===== config.mk =====
export PLATFORM = sky130hd
export DESIGN_NAME = alu_job_scheduler
export DESIGN_NICKNAME = d
export VERILOG_FILES = /design/src/rtl/alu_job_scheduler.sv
export SDC_FILE = /design/constraint.sdc
export NUM_CORES = 1
export LEC_CHECK = 0
export ABC_AREA = 0
export BUFFER_PORTS_ARGS = -buffer_cell sky130_fd_sc_hd__clkbuf_2
export CORE_MARGIN = 4
export CORE_UTILIZATION = 51
export DETAILED_ROUTE_END_ITERATION = 12
export HOLD_SLACK_MARGIN = 0.12
export PLACE_DENSITY = 0.81
export SLEW_MARGIN = 15
export SYNTH_ARGS = -nofsm -noshare
export SYNTH_HDL_FRONTEND = slang
export SYNTH_SLANG_ARGS = --single-unit

===== constraint.sdc =====
create_clock -name clk -period 2 [get_ports clk]
set_input_delay 0.1 -clock clk [delete_from_list [all_inputs] [get_ports clk]]
set_output_delay 0.1 -clock clk [all_outputs]
set_load 0.005 [all_outputs]

===== src/rtl/alu_job_scheduler.sv =====
// Round-robin scheduler sharing one multi-cycle ALU control unit between NUM_REQ requesters.
// Steers INBUS from the ALU load strobes, captures OUTBUS after pushes, and aborts a hung ALU.
module alu_job_scheduler #(
  parameter int WIDTH          = 8,
  parameter int NUM_REQ        = 2,
  parameter int TIMEOUT_CYCLES = 255
) (
  input  logic                     clk,
  input  logic                     reset,
  input  logic [NUM_REQ-1:0]       req_valid,
  output logic [NUM_REQ-1:0]       req_ready,
  input  logic [2*NUM_REQ-1:0]     req_op,
  input  logic [WIDTH*NUM_REQ-1:0] req_a,
  input  logic [WIDTH*NUM_REQ-1:0] req_q,
  input  logic [WIDTH*NUM_REQ-1:0] req_m,
  output logic [NUM_REQ-1:0]       resp_valid,
  input  logic [NUM_REQ-1:0]       resp_ready,
  output logic [WIDTH-1:0]         resp_a,
  output logic [WIDTH-1:0]         resp_q,
  output logic                     resp_err,
  output logic                     alu_begin,
  output logic [1:0]               alu_op_code,
  output logic                     alu_reset_input,
  input  logic                     alu_load_a,
  input  logic                     alu_load_q,
  input  logic                     alu_load_m,
  output logic [WIDTH-1:0]         alu_inbus,
  input  logic                     alu_push_a,
  input  logic                     alu_push_q,
  input  logic [WIDTH-1:0]         alu_outbus,
  input  logic                     alu_end,
  output logic                     busy,
  output logic [1:0]               grant_id
);
  localparam int WD_W = $clog2(TIMEOUT_CYCLES + 1);

  typedef enum logic [2:0] {IDLE, START, RUN, RESP, ABORT} state_t;
  state_t state, state_nx;

  logic [1:0]         ptr;
  logic [WIDTH-1:0]   op_a, op_q, op_m;
  logic               push_a_d, push_q_d;
  logic [WD_W-1:0]    wdog;

  logic               hi_hit, lo_hit, hit;
  logic [1:0]         hi_sel, lo_sel, sel;
  logic [1:0]         sel_op;
  logic [WIDTH-1:0]   sel_a, sel_q, sel_m;
  logic [NUM_REQ-1:0] owner_oh;
  logic               own_ready, timeout;

  // Lowest valid index at or above the pointer wins; otherwise the lowest valid index overall.
  always_comb begin
    hi_hit = 1'b0;
    lo_hit = 1'b0;
    hi_sel = '0;
    lo_sel = '0;
    for (int i = NUM_REQ - 1; i >= 0; i--) begin
      if (req_valid[i]) begin
        lo_hit = 1'b1;
        lo_sel = 2'(i);
        if (i >= int'(ptr)) begin
          hi_hit = 1'b1;
          hi_sel = 2'(i);
        end
      end
    end
    hit = lo_hit;
    sel = hi_hit ? hi_sel : lo_sel;
  end

  always_comb begin
    sel_op   = '0;
    sel_a    = '0;
    sel_q    = '0;
    sel_m    = '0;
    owner_oh = '0;
    for (int i = 0; i < NUM_REQ; i++) begin
      owner_oh[i] = (grant_id == 2'(i));
      if (sel == 2'(i)) begin
        sel_op = req_op[2*i +: 2];
        sel_a  = req_a[WIDTH*i +: WIDTH];
        sel_q  = req_q[WIDTH*i +: WIDTH];
        sel_m  = req_m[WIDTH*i +: WIDTH];
      end
    end
  end

  assign own_ready = |(resp_ready & owner_oh);
  // The watchdog counts RUN cycles from 0, so this fires on the TIMEOUT_CYCLES-th RUN cycle.
  assign timeout   = (wdog == WD_W'(TIMEOUT_CYCLES - 1));
  assign busy      = (state != IDLE);

  always_comb begin
    state_nx        = state;
    req_ready       = '0;
    resp_valid      = '0;
    alu_begin       = 1'b0;
    alu_reset_input = 1'b0;
    alu_inbus       = '0;
    case (state)
      IDLE: begin
        for (int i = 0; i < NUM_REQ; i++)
          req_ready[i] = hit && reset && (sel == 2'(i));
        if (hit) state_nx = START;
      end
      START: begin
        alu_begin = 1'b1;
        state_nx  = RUN;
      end
      RUN: begin
        if (alu_load_a)      alu_inbus = op_a;
        else if (alu_load_q) alu_inbus = op_q;
        else if (alu_load_m) alu_inbus = op_m;
        // END beats a coincident timeout.
        if (alu_end)      state_nx = RESP;
        else if (timeout) state_nx = ABORT;
      end
      ABORT: begin
        alu_reset_input = 1'b1;
        state_nx        = RESP;
      end
      RESP: begin
        resp_valid = owner_oh;
        if (own_ready) state_nx = IDLE;
      end
      default: state_nx = IDLE;
    endcase
  end

  always_ff @(posedge clk or negedge reset) begin
    if (!reset) state <= IDLE;
    else        state <= state_nx;
  end

  always_ff @(posedge clk or negedge reset) begin
    if (!reset) begin
      ptr         <= '0;
      grant_id    <= '0;
      alu_op_code <= '0;
      op_a        <= '0;
      op_q        <= '0;
      op_m        <= '0;
      resp_a      <= '0;
      resp_q      <= '0;
      resp_err    <= 1'b0;
      push_a_d    <= 1'b0;
      push_q_d    <= 1'b0;
      wdog        <= '0;
    end else begin
      // OUTBUS is valid the cycle after its push strobe.
      push_a_d <= alu_push_a;
      push_q_d <= alu_push_q;
      case (state)
        IDLE: if (hit) begin
          grant_id    <= sel;
          alu_op_code <= sel_op;
          op_a        <= sel_a;
          op_q        <= sel_q;
          op_m        <= sel_m;
          resp_a      <= '0;
          resp_q      <= '0;
        end
        START: wdog <= '0;
        RUN: begin
          wdog <= wdog + 1'b1;
          if (push_a_d) resp_a <= alu_outbus;
          if (push_q_d) resp_q <= alu_outbus;
        end
        ABORT: begin
          resp_err <= 1'b1;
          resp_a   <= '0;
          resp_q   <= '0;
        end
        RESP: if (own_ready) begin
          ptr      <= (grant_id == 2'(NUM_REQ - 1)) ? 2'd0 : grant_id + 2'd1;
          resp_err <= 1'b0;
        end
        default: ;
      endcase
    end
  end
endmodule

==> impl_metrics.env <==
export IMPL_tritoncts="built"
export IMPL_hpwl_um=6090
export IMPL_relSlewSlack=0.484
export IMPL_ios=108
export IMPL_r2r_end="op_q[7]"
export IMPL_drc=0
export IMPL_cts_inserted_buffers=9
export IMPL_synthToLayoutAreaGrowth_pct=45.7
export IMPL_irDropWorstVdd_v=0.000701
export IMPL_busiest_layer="met2"
export IMPL_vias_per_cell=6.18
export IMPL_crit_required_ns=1.90
export IMPL_grt_pass1_vias=3632
export IMPL_synth_top_area_share=0.453
export IMPL_grt_pass1_wl_um=17500
export IMPL_antenna_found_initial=0
export IMPL_r2r_cells=5
export IMPL_critPathLaunchType="flop"
export IMPL_grt_max_degree=53
export IMPL_yosys_warnings=0
export IMPL_yosys_top_cells_area="dfrtp_1 (45%), nand3b_1 (7.3%), a31oi_1 (5.9%)"
export IMPL_use_met1=0.366
export IMPL_rrSetupSlack_ns=0.34
export IMPL_grt_use_total=0.298
export IMPL_period_minus_slack_ns=1.94
export IMPL_synth_seq_area_share=0.453
export IMPL_critPathCapture="alu_inbus[1]"
export IMPL_async_flop_share=1.00
export IMPL_first_iter_violations=296
export IMPL_synth_common_cells="dfrtp_1 (58), o21ai_0 (32), nand3b_1 (31)"
export IMPL_fin_nets=586
export IMPL_clock_sinks=58
export IMPL_clkTransAtPathRegs_ns=0.06
export IMPL_post_route_period_util=0.971
export IMPL_pre_cts_slack_ns=0.380
export IMPL_criticalPathCategory="reg2out"
export IMPL_synthDistinctLibCells=40
export IMPL_synth_edff_count=0
export IMPL_rsz0062_at_grt="no"
export IMPL_synth_area_leader_cell="dfrtp_1"
export IMPL_wire_per_inst_um=18.7
export IMPL_status="finished, final reports clean"
export IMPL_yosysMostFrequentCell="dfrtp_1"
export IMPL_syn_area_per_cell_um2=9.25
export IMPL_cts_root_buffer="clkbuf_8"
export IMPL_p_per_area_nw_per_um2=1200
export IMPL_drv_slew=0
export IMPL_fmax_mhz=515
export IMPL_ys_ff_latch=58
export IMPL_n_fill_cell=367
export IMPL_synth_nets=420
export IMPL_cp_slowest_stage_delay_ns=0.47
export IMPL_cap_violations=0
export IMPL_mappedNetlistArea_um2=3200
export IMPL_fin_skew_ns=0.00615
export IMPL_ant_nets=0
export IMPL_rows=28
export IMPL_crit_family="simple AND/OR/NAND/NOR gates"
export IMPL_hold_violations=0
export IMPL_leakagePower_nw=2.17
export IMPL_drive_above_1_share=0.288
export IMPL_drt_pass1_iterations=5
export IMPL_setup_ws_ns=0.0575
export IMPL_gr_total_overflow=0
export IMPL_setup_tns_ns=0
export IMPL_setup_violations=0
export IMPL_worstSetupStartpoint="state[0]"
export IMPL_htreeDepth=3
export IMPL_crit_chain="or3b_1, buf_4, nor3_1, clkbuf_2"
export IMPL_clock_path_buffers=2
export IMPL_arrival_ns=1.84
export IMPL_use_met2=0.484
export IMPL_crit_buf_inv=2
export IMPL_initial_core_util=0.534
export IMPL_routabilityCongestion=0.855
export IMPL_hold_path_class="in2reg"
export IMPL_path_depth=4
export IMPL_worst_slew_pin_slew_ns=0.773
export IMPL_core_um2=5990
export IMPL_cp_max_fo=14
export IMPL_fin_area_um2=4660
export IMPL_vias=3666
export IMPL_drt_total_wl_um=11100
export IMPL_cp_slowest_cell="dfrtp_2"
export IMPL_die_area_um2=7610
export IMPL_cp_end_kind="output pin"
export IMPL_port_buffers=106
export IMPL_syn_inst=346
export IMPL_insertion_delay_ns=0.34
export IMPL_fp_dieW_um=87.2
export IMPL_die_h_um=87.2
export IMPL_placed_cell_area_um2=3770
export IMPL_r2r_start="state[2]"
export IMPL_synthFlopType="dfrtp_1"
export IMPL_met3_usage=0.0634
## power by group
| group | leakage [nW] | switching, mW | total, mW | internal, mW |
|---|---|---|---|---|
| registers | 0.692 | 0.425 | 2.10 | 1.67 |
| logic | 1.38 | 1.32 | 2.38 | 1.06 |
| clock network | 0.101 | 0.458 | 1.10 | 0.643 |
| total | 2.17 | 2.21 | 5.58 | 3.37 |
## cell type report
type / instances / area (µm²) / area share
multi-input combinational: 245 / 1560 / 0.335
sequential: 58 / 1460 / 0.312
timing repair buffer: 189 / 1320 / 0.282
clock buffer: 14 / 163 / 0.0349
tap: 75 / 93.8 / 0.0201
clock inverter: 2 / 35.0 / 0.00751
inverter: 9 / 33.8 / 0.00724
antenna: 1 / 2.50 / 0.000537
## cells in the final DEF, fill, tap and decap left out, drive strengths merged, types with 2 or more instances in the layout
cell type    instances
a21o                 2
a21oi               27
a221oi               7
a22oi               16
a31oi               30
and2                 2
and3                 2
buf                 18
clkbuf             120
dfrtp               58
dlygate4sd3         65
ha                   2
inv                  9
mux2i                6
nand2               30
nand3                2
nand3b              31
nand4                2
nor2                 2
nor2b               10
nor3                11
nor4                 2
nor4bb               2
o211ai              16
o21ai               32
or3b                 2
## what timing repair did
| item | in CTS | in global routing |
|---|---|---|
| setup endpoints to repair | 0 | 7 |
| hold endpoints to repair | 56 | 0 |
| buffers inserted | 0 | 4 |
| hold buffers | 65 | 0 |
| resized for setup | 0 | 5 |
## sequential cells by signal, summed over array words and instances, names as in the netlist
signal,count
op_q,8
grant_id,1
resp_err,1
alu_op_code,2
wdog,8
op_a,8
resp_q,8
push_q_d,1
state,3
op_m,8
push_a_d,1
ptr,1
resp_a,8
## cells by family after synthesis
kind of cell | count (synthesis) | synth area share
compound gates | 134 | 0.260
simple gates | 102 | 0.197
flops | 58 | 0.453
buf+inv | 43 | 0.0618
mux | 6 | 0.0188
fa+ha+maj | 2 | 0.00782
other cells | 1 | 0.00117
## how the worst min path moves through the flow
| stage | start | end | slack, ns | cells past startpoint |
|---|---|---|---|---|
| finish | req_valid[1] | grant_id[0] | 0.14 | 3 |
| global route | req_valid[1] | grant_id[0] | 0.16 | 3 |
| detailed placement | reset | grant_id[0] | -0.004 | 1 |
| CTS | req_valid[1] | grant_id[0] | 0.12 | 3 |
| floorplan | reset | alu_op_code[0] | -0.20 | 0 |
| global placement | reset | grant_id[0] | -0.006 | 1 |
## tightest hold or removal path, stage by stage
cell	delay [ns]
clkbuf_2	0.13
nand2b_1	0.12
o22ai_1	0.08
## metal layers
metal | share of wire | vias up | routed length, µm
li1 | - | 1624 | -
met1 | 0.37 | 1728 | 4090
met2 | 0.49 | 262 | 5400
met3 | 0.096 | 52 | 1060
met4 | 0.046 | 0 | 513
met5 | 0 | - | 0
## stage by stage
step,total power [mW],hold slack [ns],cells,utilization
after floorplan,3.45,-0.196,346,-
after global routing,5.93,0.156,592,0.778
after detailed placement,4.25,-0.00369,507,0.629
final,5.58,0.138,593,0.778
after CTS,5.45,0.125,588,0.771
after global placement,4.16,-0.00579,507,0.629
Power figures use the tool's default switching activity.
